## config.mk

```make
export PLATFORM = sky130hd
export DESIGN_NAME = i2s_receiver
export DESIGN_NICKNAME = d
export VERILOG_FILES = /design/src/rtl/i2s_receiver.sv
export SDC_FILE = /design/constraint.sdc
export NUM_CORES = 1
export LEC_CHECK = 0
export CAP_MARGIN = 20
export CORE_ASPECT_RATIO = 0.9
export CORE_MARGIN = 2
export CORE_UTILIZATION = 25
export DETAILED_ROUTE_END_ITERATION = 8
export GPL_ROUTABILITY_DRIVEN = 0
export GPL_TIMING_DRIVEN = 0
export PLACE_DENSITY = 0.52
export SLEW_MARGIN = 25
export SYNTH_ARGS = -nofsm -noshare
export SYNTH_HDL_FRONTEND = slang
export SYNTH_SLANG_ARGS = --single-unit
```

## constraint.sdc

```tcl
create_clock -name clk -period 5.2 [get_ports clk]
set_input_delay 0.52 -clock clk [delete_from_list [all_inputs] [get_ports clk]]
set_output_delay 0.52 -clock clk [all_outputs]
set_load 0.02 [all_outputs]
```

## src/rtl/i2s_receiver.sv

```systemverilog
// I2S slave receiver: oversamples bit_clk/frame_clk/data on clk and deserialises
// Philips-framed stereo slots into parallel left/right sample pairs.
module i2s_receiver #(
  parameter int unsigned SAMPLE_WIDTH = 16,
  parameter int unsigned SYNC_STAGES  = 2,
  parameter int unsigned CNT_WIDTH    = 7
) (
  input  logic                    clk,
  input  logic                    reset,
  input  logic                    bit_clk,
  input  logic                    frame_clk,
  input  logic                    data,
  output logic [SAMPLE_WIDTH-1:0] sample_left,
  output logic [SAMPLE_WIDTH-1:0] sample_right,
  output logic                    sample_valid,
  output logic                    slot_error
);

  typedef enum logic [0:0] {StSync, StActive} state_e;

  localparam logic [CNT_WIDTH-1:0] LastCnt = CNT_WIDTH'(SAMPLE_WIDTH - 1);

  logic [SYNC_STAGES-1:0] bclk_sync_q, ws_sync_q, data_sync_q;
  logic                   bclk_prev_q;
  logic                   bclk_s, ws_s, d_s, rise;

  state_e                  state_q, state_d;
  logic                    ws_prev_q, ws_prev_d;
  logic [CNT_WIDTH-1:0]    cnt_q, cnt_d;
  logic [SAMPLE_WIDTH-1:0] shift_q, shift_d;
  logic [SAMPLE_WIDTH-1:0] hold_q, hold_d;
  logic                    pending_q, pending_d;
  logic [SAMPLE_WIDTH-1:0] left_d, right_d;
  logic                    valid_d, error_d;
  logic [SAMPLE_WIDTH-1:0] word;

  assign bclk_s = bclk_sync_q[SYNC_STAGES-1];
  assign ws_s   = ws_sync_q[SYNC_STAGES-1];
  assign d_s    = data_sync_q[SYNC_STAGES-1];
  assign rise   = bclk_s & ~bclk_prev_q;

  // Shift register with the current bit written at MSB-first position cnt.
  always_comb begin
    word = shift_q;
    for (int unsigned i = 0; i < SAMPLE_WIDTH; i++) begin
      if (cnt_q == CNT_WIDTH'(SAMPLE_WIDTH - 1 - i)) begin
        word[i] = d_s;
      end
    end
  end

  always_comb begin
    state_d   = state_q;
    ws_prev_d = ws_prev_q;
    cnt_d     = cnt_q;
    shift_d   = shift_q;
    hold_d    = hold_q;
    pending_d = pending_q;
    left_d    = sample_left;
    right_d   = sample_right;
    valid_d   = 1'b0;
    error_d   = 1'b0;
    if (rise) begin
      ws_prev_d = ws_s;
      unique case (state_q)
        StSync: begin
          if (ws_s != ws_prev_q) begin
            cnt_d   = '0;
            shift_d = '0;
            state_d = StActive;
          end
        end
        StActive: begin
          shift_d = word;
          if (cnt_q != '1) begin
            cnt_d = cnt_q + 1'b1;
          end
          if (ws_s != ws_prev_q) begin
            cnt_d   = '0;
            shift_d = '0;
            error_d = (cnt_q < LastCnt);
            if (!ws_prev_q) begin
              hold_d    = word;
              pending_d = 1'b1;
            end else if (pending_q) begin
              left_d    = hold_q;
              right_d   = word;
              valid_d   = 1'b1;
              pending_d = 1'b0;
            end
          end
        end
        default: state_d = StSync;
      endcase
    end
  end

  always_ff @(posedge clk or posedge reset) begin
    if (reset) begin
      bclk_sync_q  <= '0;
      ws_sync_q    <= '0;
      data_sync_q  <= '0;
      bclk_prev_q  <= 1'b0;
      state_q      <= StSync;
      ws_prev_q    <= 1'b0;
      cnt_q        <= '0;
      shift_q      <= '0;
      hold_q       <= '0;
      pending_q    <= 1'b0;
      sample_left  <= '0;
      sample_right <= '0;
      sample_valid <= 1'b0;
      slot_error   <= 1'b0;
    end else begin
      bclk_sync_q  <= {bclk_sync_q[SYNC_STAGES-2:0], bit_clk};
      ws_sync_q    <= {ws_sync_q[SYNC_STAGES-2:0], frame_clk};
      data_sync_q  <= {data_sync_q[SYNC_STAGES-2:0], data};
      bclk_prev_q  <= bclk_s;
      state_q      <= state_d;
      ws_prev_q    <= ws_prev_d;
      cnt_q        <= cnt_d;
      shift_q      <= shift_d;
      hold_q       <= hold_d;
      pending_q    <= pending_d;
      sample_left  <= left_d;
      sample_right <= right_d;
      sample_valid <= valid_d;
      slot_error   <= error_d;
    end
  end

endmodule
```

==> results of run 1 <==
[power groups by stage]
| stage | clock [W] | combinational [W] | sequential [W] |
|---|---|---|---|
| after floorplan | 0 | 0.000170 | 0.000750 |
| final | 0.000644 | 0.000270 | 0.000723 |
| after detailed placement | 0 | 0.000274 | 0.000736 |
| after CTS | 0.000665 | 0.000275 | 0.000724 |
| after global routing | 0.000694 | 0.000300 | 0.000730 |
| after global placement | 0 | 0.000269 | 0.000735 |
[logic make-up after synthesis]
family / count (synthesis)
AOI/OAI and AO/OA: 44
adders and majority gates: 4
buffers and inverters: 34
muxes: 65
xor gates and xnor gates: 2
and+or+nand+nor: 56
DFF: 83
[worst paths after layout]
check,start,end
setup / recovery,state_q,sample_left[2]
hold / removal,bclk_sync_q[0],bclk_sync_q[1]
setup reg to reg,state_q,sample_left[2]
hold reg to reg,bclk_sync_q[0],bclk_sync_q[1]
max in group asynchronous,reset,hold_q[1]
min in group asynchronous,reset,hold_q[14]
[layer usage]
layer	GRT usage	share of wire	up-vias	routed length, um
met5	0	0	-	0
met4	0.0363	0.012	0	86
met3	0.0359	0.047	7	348
met2	0.152	0.43	52	3190
met1	0.144	0.51	1152	3710
li1	-	-	1119	-
[layout make-up]
cell class              count  area, sq um  share of cell area
well taps                 198          248              0.0530
clock inverters             4         48.8              0.0104
multi-input cells         171         1460               0.313
plain buffers              13         87.6              0.0188
inverters                  21         81.3              0.0174
repair buffers             39          408              0.0873
flip-flops and latches     83         2080               0.445
clock buffers              12          256              0.0549
[cells in the final DEF (no fill, tap or decap), types with 5 or more instances in the layout]
cell and count:
a21oi_1 17, mux2_4 9, o22ai_1 18, clkdlybuf4s50_1 38, clkbuf_16 9, nand2_1 22
nor2_1 5, mux2_2 53, inv_1 20, nand3_1 5, dfrtp_1 83
[through the flow]
stage,setup WS [ns],power (W),hold WS (ns),std cells,cell area [sq um]
after floorplan,2.54,0.000920,0.331,288,3710
after global placement,1.18,0.00100,0.338,524,4340
after detailed placement,3.18,0.00101,0.335,525,4370
after CTS,3.15,0.00166,0.349,541,4670
after global routing,3.04,0.00172,0.374,541,4670
final,3.19,0.00164,0.347,541,4670
[cell usage after synthesis]
library cell and n:
dfrtp_1 83, mux2_2 53, nand2_1 22, inv_1 21
o22ai_1 18, a21oi_1 17, mux2_4 9, nand3_1 5
nor2_1 5, ha_1 4, and2b_1 3, buf_2 3
buf_4 3, buf_6 3, clkbuf_1 3, mux2i_1 3
nand2b_1 2, nand4_1 2, nor2b_1 2, nor4b_4 2
o2bb2ai_1 2, or2_2 2, a21bo_2 1, a31oi_1 1
and2_0 1, and2_1 1, and4_1 1, and4bb_2 1
clkbuf_2 1, nand3b_4 1, nor2_2 1, nor3_2 1
nor4_4 1, o211ai_1 1, o21ai_0 1, o21ai_2 1
o21ba_2 1, o221ai_1 1, or3b_1 1, or4_1 1
or4_2 1, xnor2_1 1, xor2_1 1
[registers in the layout, summed over array words and instances (netlist names)]
name          cells
shift_q          16
sample_right     16
sample_left      16
state_q           1
ws_sync_q         2
data_sync_q       2
hold_q           16
ws_prev_q         1
cnt_q             7
sample_valid      1
bclk_prev_q       1
slot_error        1
pending_q         1
bclk_sync_q       2
[worst max-delay path: stages (launching register included)]
cell      delay [ns]
dfrtp_1         0.34
buf_6           0.14
nand3b_4        0.11
nor3_2          0.60
buf_4           0.33
mux2_2          0.35
==> impl_metrics.tcl, run 1 <==
set metrics [dict create \
    status "complete, no violations" \
    drive_gt1_frac 0.297 \
    r2r.worst_path.cells 5 \
    setup_viol 0 \
    fmax_mhz 497 \
    hpwl_mm 5.15 \
    grt_overflow_total 0 \
    clock_path_buffers 2 \
    synth_xor_area_frac 0.00472 \
    cts_buffers 9 \
    track_usage 0.104 \
    grt_max_degree 55 \
    ys_ff_latch 83 \
    combinationalPowerShare 0.165 \
    drt_iter0_drc 126 \
    synth_seq_area_share 0.560 \
    hold_buffers 0 \
    antenna_found_initial 0 \
    cp.required_ns 5.42 \
    critPathMaxFanout 10 \
    row_count 42 \
    setup.worst_path.start_class "flop" \
    netlist_area_sq_um 3710 \
    cell_internal_pwr_w 0.00121 \
    synth_cell_types 43 \
    yosysTopAreaCellShare 0.560 \
    ys_warn_count 0 \
    crit_type "flop to flop" \
    synth_top_area_cell "dfrtp_1" \
    tightest_slew_ns 0.709 \
    final_util 0.320 \
    finalCritPeriodShare 0.387 \
    drv_slew 0 \
    drv_cap 0 \
    grt_pass1_wl_mm 13.0 \
    rsz0062_at_grt "false" \
    synth_area_leaders "dfrtp_1, mux2_2, mux2_4" \
    dieWidth_um 132 \
    ant_nets 0 \
    post_cts_buffers 0 \
    synth_simple_gate_area_share 0.0979 \
    period_needed_ns 2.01 \
    p_leak_nw 2.12 \
    synth.area.mux_share 0.206 \
    wirelength_mm 7.34 \
    p_per_area_nw_per_um2 350 \
    synthAdderAreaFrac 0.0135 \
    grt_pass1_vias 2468 \
    p_seq_frac 0.442 \
    viasPerCell 4.31 \
    worstSkewPairLatency_ns 0.34 \
    die_h_um 120 \
    synth_nets 297 \
    via_count 2330 \
    p_switching_w 0.000424 \
    cts_sinks 83 \
    hold_viol 0 \
    synthToLayoutAreaGrowth_pct 26.0 \
    min_path_type "flop to flop" \
    io_buffers 38 \
    clockRootBuffer "clkbuf_16" \
    vdd_drop_max_uv 172 \
    crit_path_end_kind "flop" \
    wl_per_cell_um 13.6 \
    start_util 0.254 \
    htree_levels 3 \
    slew_headroom 0.525 \
    die_area_sq_um 15800 \
    fillCellCount 1521 \
    core_area_sq_um 14600 \
    hold_depth 0 \
    pwr-share-clk 0.393 \
    antenna_cells 0 \
    cts-resized-gates 0 \
    synth_compound_area_frac 0.0732 \
    synth_top_family_by_area "multiplexers" \
    io_pins 39 \
    critPathArrivalTime_ns 2.23 \
    first_pass_iters 4 \
    final_nets 347 \
    syn_area_per_cell_sq_um 12.9 \
    swShare 0.259 \
    ff2ff_setup_slack_ns 3.19 \
    clock-skew-final_ns 0.00756 \
    finalSetupTns_ns 0 \
    cts_tree "yes" \
    postSynthCellCount 288 \
    drc 0 \
    clkTransAtPathRegs_ns 0.06 \
]
(Power assumes the default switching activity.)
==> run 2, diff against run 1 <==
--- a/config.mk
+++ b/config.mk
@@ -12,7 +12,7 @@
 export DETAILED_ROUTE_END_ITERATION = 8
 export GPL_ROUTABILITY_DRIVEN = 0
 export GPL_TIMING_DRIVEN = 0
-export PLACE_DENSITY = 0.52
+export PLACE_DENSITY = 0.53
 export SLEW_MARGIN = 25
 export SYNTH_ARGS = -nofsm -noshare
 export SYNTH_HDL_FRONTEND = slang
==> constraint.sdc (replaced) <==
create_clock -name clk -period 1.75 [get_ports clk]
set_input_delay 0.175 -clock clk [delete_from_list [all_inputs] [get_ports clk]]
set_output_delay 0.175 -clock clk [all_outputs]
set_load 0.02 [all_outputs]
==> run 2 against run 1 <==
Effect of this change:
- the run now ends with negative setup slack left
- power grew to 3.2 times the previous value
- sequential cell count stayed put
- largest cell class unchanged
- routed wire length is 7.9% higher
- sequential share of layout area is 3.4 points lower
- die area stayed put
==> impl_metrics.tcl, run 2 (synthesis results as in run 1) <==
set metrics [dict create \
    wl_per_cell_um 14.0 \
    htree_levels 3 \
    tightest_slew_ns 0.515 \
    violations "negative setup slack" \
    ff2ff_setup_slack_ns -0.01 \
    drt-met1-wl_mm 4.01 \
    setup_viol 4 \
    critPathTopFamily "multiplexers" \
    finalCritPeriodShare 1.01 \
    critPathMaxFanout 4 \
    hold_viol 0 \
    period_needed_ns 1.76 \
    cts_buffers 9 \
    slew_headroom 0.657 \
    pwr-share-clk 0.384 \
    mostFrequentLayoutCell "dfrtp_1" \
    drc 0 \
    wirelength_mm 7.92 \
    drive_gt1_frac 0.428 \
    cell_internal_pwr_w 0.00382 \
    p_per_area_nw_per_um2 1020 \
    crit_chain "buf_6 -> nor4b_4 -> buf_4 -> nand2_2 -> mux2_2 -> mux2_2" \
    core_area_sq_um 14600 \
    p_leak_nw 2.33 \
    drt_iter0_drc 124 \
    track_usage 0.103 \
    ant_nets 0 \
    max_stage_delay_ns 0.39 \
    final_util 0.347 \
    start_util 0.254 \
    top_layer_used "met4" \
    via_count 2429 \
    die_area_sq_um 15800 \
    synthToLayoutAreaGrowth_pct 36.6 \
    final_cells 565 \
    drv_slew 0 \
    crit_path_end_kind "flop" \
    min_path_type "primary input to async pin" \
    die_h_um 120 \
    cp.required_ns 1.97 \
    crit_type "flop to flop" \
    status "finished with violations" \
    clock-skew-final_ns 0.00691 \
    io_buffers 38 \
    drv_cap 0 \
    row_count 42 \
    antenna_found_initial 0 \
    swShare 0.263 \
    grt_max_degree 30 \
    timing.rr.start "cnt_q[4]" \
    power_w 0.00519 \
    vdd_drop_max_uv 544 \
    hold_ws_ns 0.209 \
    clkTransAtPathRegs_ns 0.06 \
    cpMaxStageDelayCell "dfrtp_1" \
    wl_met2_mm 3.52 \
    viasPerCell 4.30 \
    antenna_cells 0 \
    cts_sinks 83 \
    reg2reg_to "sample_right[4]" \
    crit_buf_inv 2 \
    r2r.worst_path.cells 6 \
    p_seq_frac 0.419 \
    finalWorstSetupSlack_ns -0.0143 \
    rsz0062_at_grt "true" \
    combinationalPowerShare 0.197 \
    final_nets 371 \
    dieWidth_um 132 \
    hpwl_mm 5.32 \
    grt_overflow_total 0 \
    cts_tree "yes" \
    path_common_cell "mux2_2" \
    fmax_mhz 567 \
    setup.worst_path.start_class "flop" \
    io_pins 39 \
    clockRootBuffer "clkbuf_16" \
    p_switching_w 0.00137 \
    clock_path_buffers 2 \
    place_inst 527 \
    grt_pass1_wl_mm 12.9 \
    met3_length_um 325 \
    worstSkewPairLatency_ns 0.34 \
    final_cell_mix "dfrtp_1, mux2_2, clkdlybuf4s50_1, buf_4" \
    critPathArrivalTime_ns 1.99 \
    hold_buffers 0 \
    first_pass_iters 4 \
    grt_pass1_vias 2483 \
]
[run 2: worst max-delay path by stage]
stage | slack [ns] | start | end | depth (start not counted)
floorplan | 0.09 | cnt_q[0] | sample_right[11] | 6
global placement | -0.34 | reset | bclk_sync_q[0] | 2
detailed placement | -0.32 | state_q | sample_right[12] | 5
CTS | -0.07 | cnt_q[0] | hold_q[1] | 6
global route | -0.07 | cnt_q[4] | hold_q[4] | 6
finish | -0.01 | cnt_q[4] | sample_right[4] | 6
[run 2: repair_timing]
action | 4_1_cts | 5_1_grt
gates cloned | 0 | 0
pin swaps | 1 | 11
setup endpoints to repair | 58 | 50
gates resized for setup | 13 | 45
setup buffers | 3 | 20
[run 2: layout make-up]
cell class                 instances  area [sq um]
fill                            1486          9550
sequential                        83          2080
multi-input combinational        171          1610
timing repair buffer              64           628
tap                              198           248
clock buffer                      12           236
buffer                            12           101
inverter                          21          82.6
clock inverter                     4          75.1
[run 2: power by group through the flow]
| stage | clock network, W | registers (W) | logic [W] |
|---|---|---|---|
| floorplan | 0 | 0.00223 | 0.000505 |
| global placement | 0 | 0.00218 | 0.000798 |
| detailed placement | 0 | 0.00219 | 0.000826 |
| CTS | 0.00205 | 0.00216 | 0.000866 |
| global route | 0.00214 | 0.00219 | 0.00110 |
| finish | 0.00199 | 0.00217 | 0.00102 |
[run 2: worst reg2reg max path, cell delays in order, from the launching register on]
cell     delay, ns
dfrtp_1       0.39
buf_6         0.14
nor4b_4       0.29
buf_4         0.19
nand2_2       0.08
mux2_2        0.30
mux2_2        0.26
[run 2: routing by layer]
metal | GRT usage | up-vias
met2 | 0.152 | 48
li1 | - | 1169
met3 | 0.0325 | 6
met1 | 0.145 | 1206
met4 | 0.0282 | 0
met5 | 0 | -
[run 2: per-stage QoR]
stage / setup TNS, ns / cell area [sq um] / setup WS [ns]
after floorplan: 0 / 3710 / 0.0939
after global placement: -35.55 / 4340 / -0.340
after detailed placement: -9.06 / 4410 / -0.321
after CTS: -0.958 / 4780 / -0.0726
after global routing: -0.840 / 5060 / -0.0718
final: -0.0298 / 5060 / -0.0143
==> run 3, diff against run 2 <==
--- a/config.mk
+++ b/config.mk
@@ -11,7 +11,6 @@
 export CORE_UTILIZATION = 25
 export DETAILED_ROUTE_END_ITERATION = 8
 export GPL_ROUTABILITY_DRIVEN = 0
-export GPL_TIMING_DRIVEN = 0
 export PLACE_DENSITY = 0.53
 export SLEW_MARGIN = 25
 export SYNTH_ARGS = -nofsm -noshare
==> run 3 against run 2 <==
Effect of this change:
- the flow still finishes with violations (negative setup slack)
- critical path depth decreased by 2
- sequential power barely moved
- largest cell class unchanged
- core utilization fell by 1.5 points
- register-to-register slack about the same
==> impl_metrics.tcl, run 3 (synthesis results as in run 1) <==
set metrics [dict create \
    wirelength_mm 7.71 \
    grt_pass1_vias 2457 \
    drv_cap 0 \
    fillCellCount 1519 \
    finalCritPeriodShare 1.02 \
    cp.depth 4 \
    status "finished with violations" \
    slew_headroom 0.604 \
    row_count 42 \
    clock-skew-final_ns 0.00399 \
    htree_levels 3 \
    rsz0062_at_grt "true" \
    drt_iter0_drc 106 \
    cts_buffers 9 \
    hold_buffers 0 \
    antenna_found_initial 0 \
    p_switching_w 0.00139 \
    clockRootBuffer "clkbuf_16" \
    ff2ff_setup_slack_ns -0.03 \
    setup_viol 6 \
    setup.worst_path.start_class "flop" \
    drc 0 \
    clkTransAtPathRegs_ns 0.06 \
    start_util 0.254 \
    crit_path_end_kind "flop" \
    max_stage_delay_ns 0.48 \
    final_cell_mix "dfrtp_1, mux2_2, clkdlybuf4s50_1, buf_4" \
    hpwl_mm 5.07 \
    io_pins 39 \
    p_leak_nw 2.20 \
    die_area_sq_um 15800 \
    drive_gt1_frac 0.393 \
    grt_max_degree 84 \
    crit_buf_inv 0 \
    cts_sinks 83 \
    cts_tree "yes" \
    finalWorstSetupSlack_ns -0.0269 \
    core_area_sq_um 14600 \
    viasPerCell 4.35 \
    vdd_drop_max_uv 548 \
    clock_path_buffers 2 \
    p_per_area_nw_per_um2 1020 \
    grt_overflow_total 0 \
    grt_pass1_wl_mm 12.8 \
    critPathArrivalTime_ns 2.00 \
    min_path_type "primary input to flop" \
    critPathTopFamily "multiplexers" \
    dieWidth_um 132 \
    hold_viol 0 \
    final_util 0.332 \
    via_count 2424 \
    crit_chain "nor4b_4 -> nand2_1 -> mux2_4 -> mux2_2" \
    track_usage 0.103 \
    hold_ws_ns 0.271 \
    cp.required_ns 1.97 \
    critPathMaxFanout 5 \
    swShare 0.282 \
    worstSkewPairLatency_ns 0.34 \
    cpMaxStageDelayCell "dfrtp_2" \
    combinationalPowerShare 0.193 \
    io_buffers 38 \
    tightest_slew_ns 0.595 \
    wl_per_cell_um 13.8 \
    dpl_cell_area_sq_um 4470 \
    crit_type "flop to flop" \
    final_nets 363 \
    pwr-share-clk 0.366 \
    design_area_sq_um 4850 \
    antenna_cells 0 \
    first_pass_iters 6 \
    period_needed_ns 1.78 \
    hold_depth 1 \
    drv_slew 0 \
    die_h_um 120 \
    p_seq_frac 0.441 \
    cell_internal_pwr_w 0.00356 \
    r2r.worst_path.cells 4 \
    mostFrequentLayoutCell "dfrtp_1" \
    synthToLayoutAreaGrowth_pct 30.8 \
    fmax_mhz 563 \
    violations "negative setup slack" \
    ant_nets 0 \
]
-- run 3: cell types whose count changed in the layout (fill, tap and decap cells not counted), moves of 3 or more --
| cell | delta |
|---|---|
| nand2_1 | +8 |
| buf_6 | -6 |
| clkbuf_1 | -4 |
| nand2_2 | -4 |
| nand2_4 | -4 |
| buf_4 | +3 |
| inv_6 | +3 |
-- run 3: path summary, 6_finish.rpt --
kind,from,end
max,cnt_q[4],sample_right[8]
min,bit_clk,bclk_sync_q[0]
max reg2reg,cnt_q[4],sample_right[8]
min reg2reg,ws_sync_q[0],ws_sync_q[1]
max in group asynchronous,reset,cnt_q[2]
min in group asynchronous,reset,hold_q[14]
-- run 3: power groups by stage --
| stage | Sequential [W] | Clock [W] | Combinational, W |
|---|---|---|---|
| finish | 0.00218 | 0.00182 | 0.000955 |
| global route | 0.00220 | 0.00197 | 0.00104 |
| CTS | 0.00218 | 0.00188 | 0.000900 |
| detailed placement | 0.00222 | 0 | 0.000884 |
| global placement | 0.00220 | 0 | 0.000867 |
| floorplan | 0.00223 | 0 | 0.000505 |
-- run 3: layout make-up --
cell class	count	area, sq um	area share
clock buffers	10	239	0.0493
clock inverters	6	47.5	0.00981
inverters	21	82.6	0.0170
multi-input cells	171	1520	0.313
flip-flops and latches	83	2080	0.429
well taps	198	248	0.0511
repair buffers	68	631	0.130
-- run 3: metrics by stage --
stage	cells	power, W	TNS (ns)	setup slack, ns
floorplan	288	0.00273	0	0.0939
global placement	536	0.00307	-0.0566	-0.0179
detailed placement	536	0.00310	-0.472	-0.0696
CTS	552	0.00496	-0.323	-0.0266
global route	557	0.00521	-1.39	-0.0737
finish	557	0.00495	-0.0896	-0.0269
-- run 3: per-layer routing --
metal / share of wire / GRT usage / up-vias
met5: 0 / 0 / -
met4: 0.0099 / 0.0323 / 0
met3: 0.044 / 0.0325 / 8
met2: 0.46 / 0.155 / 47
met1: 0.49 / 0.142 / 1223
li1: - / - / 1146
-- run 3: what timing repair did --
| action | CTS | global route |
|---|---|---|
| buffers inserted | 0 | 5 |
| pin swaps | 2 | 8 |
| endpoints found under the setup margin | 26 | 32 |
| gates cloned | 0 | 0 |
| gates resized for setup | 6 | 17 |
-- run 3: worst register-to-register path: stages (launching register included) --
cell and delay (ns):
dfrtp_2 0.48, nor4b_4 0.40, nand2_1 0.18, mux2_4 0.34, mux2_2 0.26
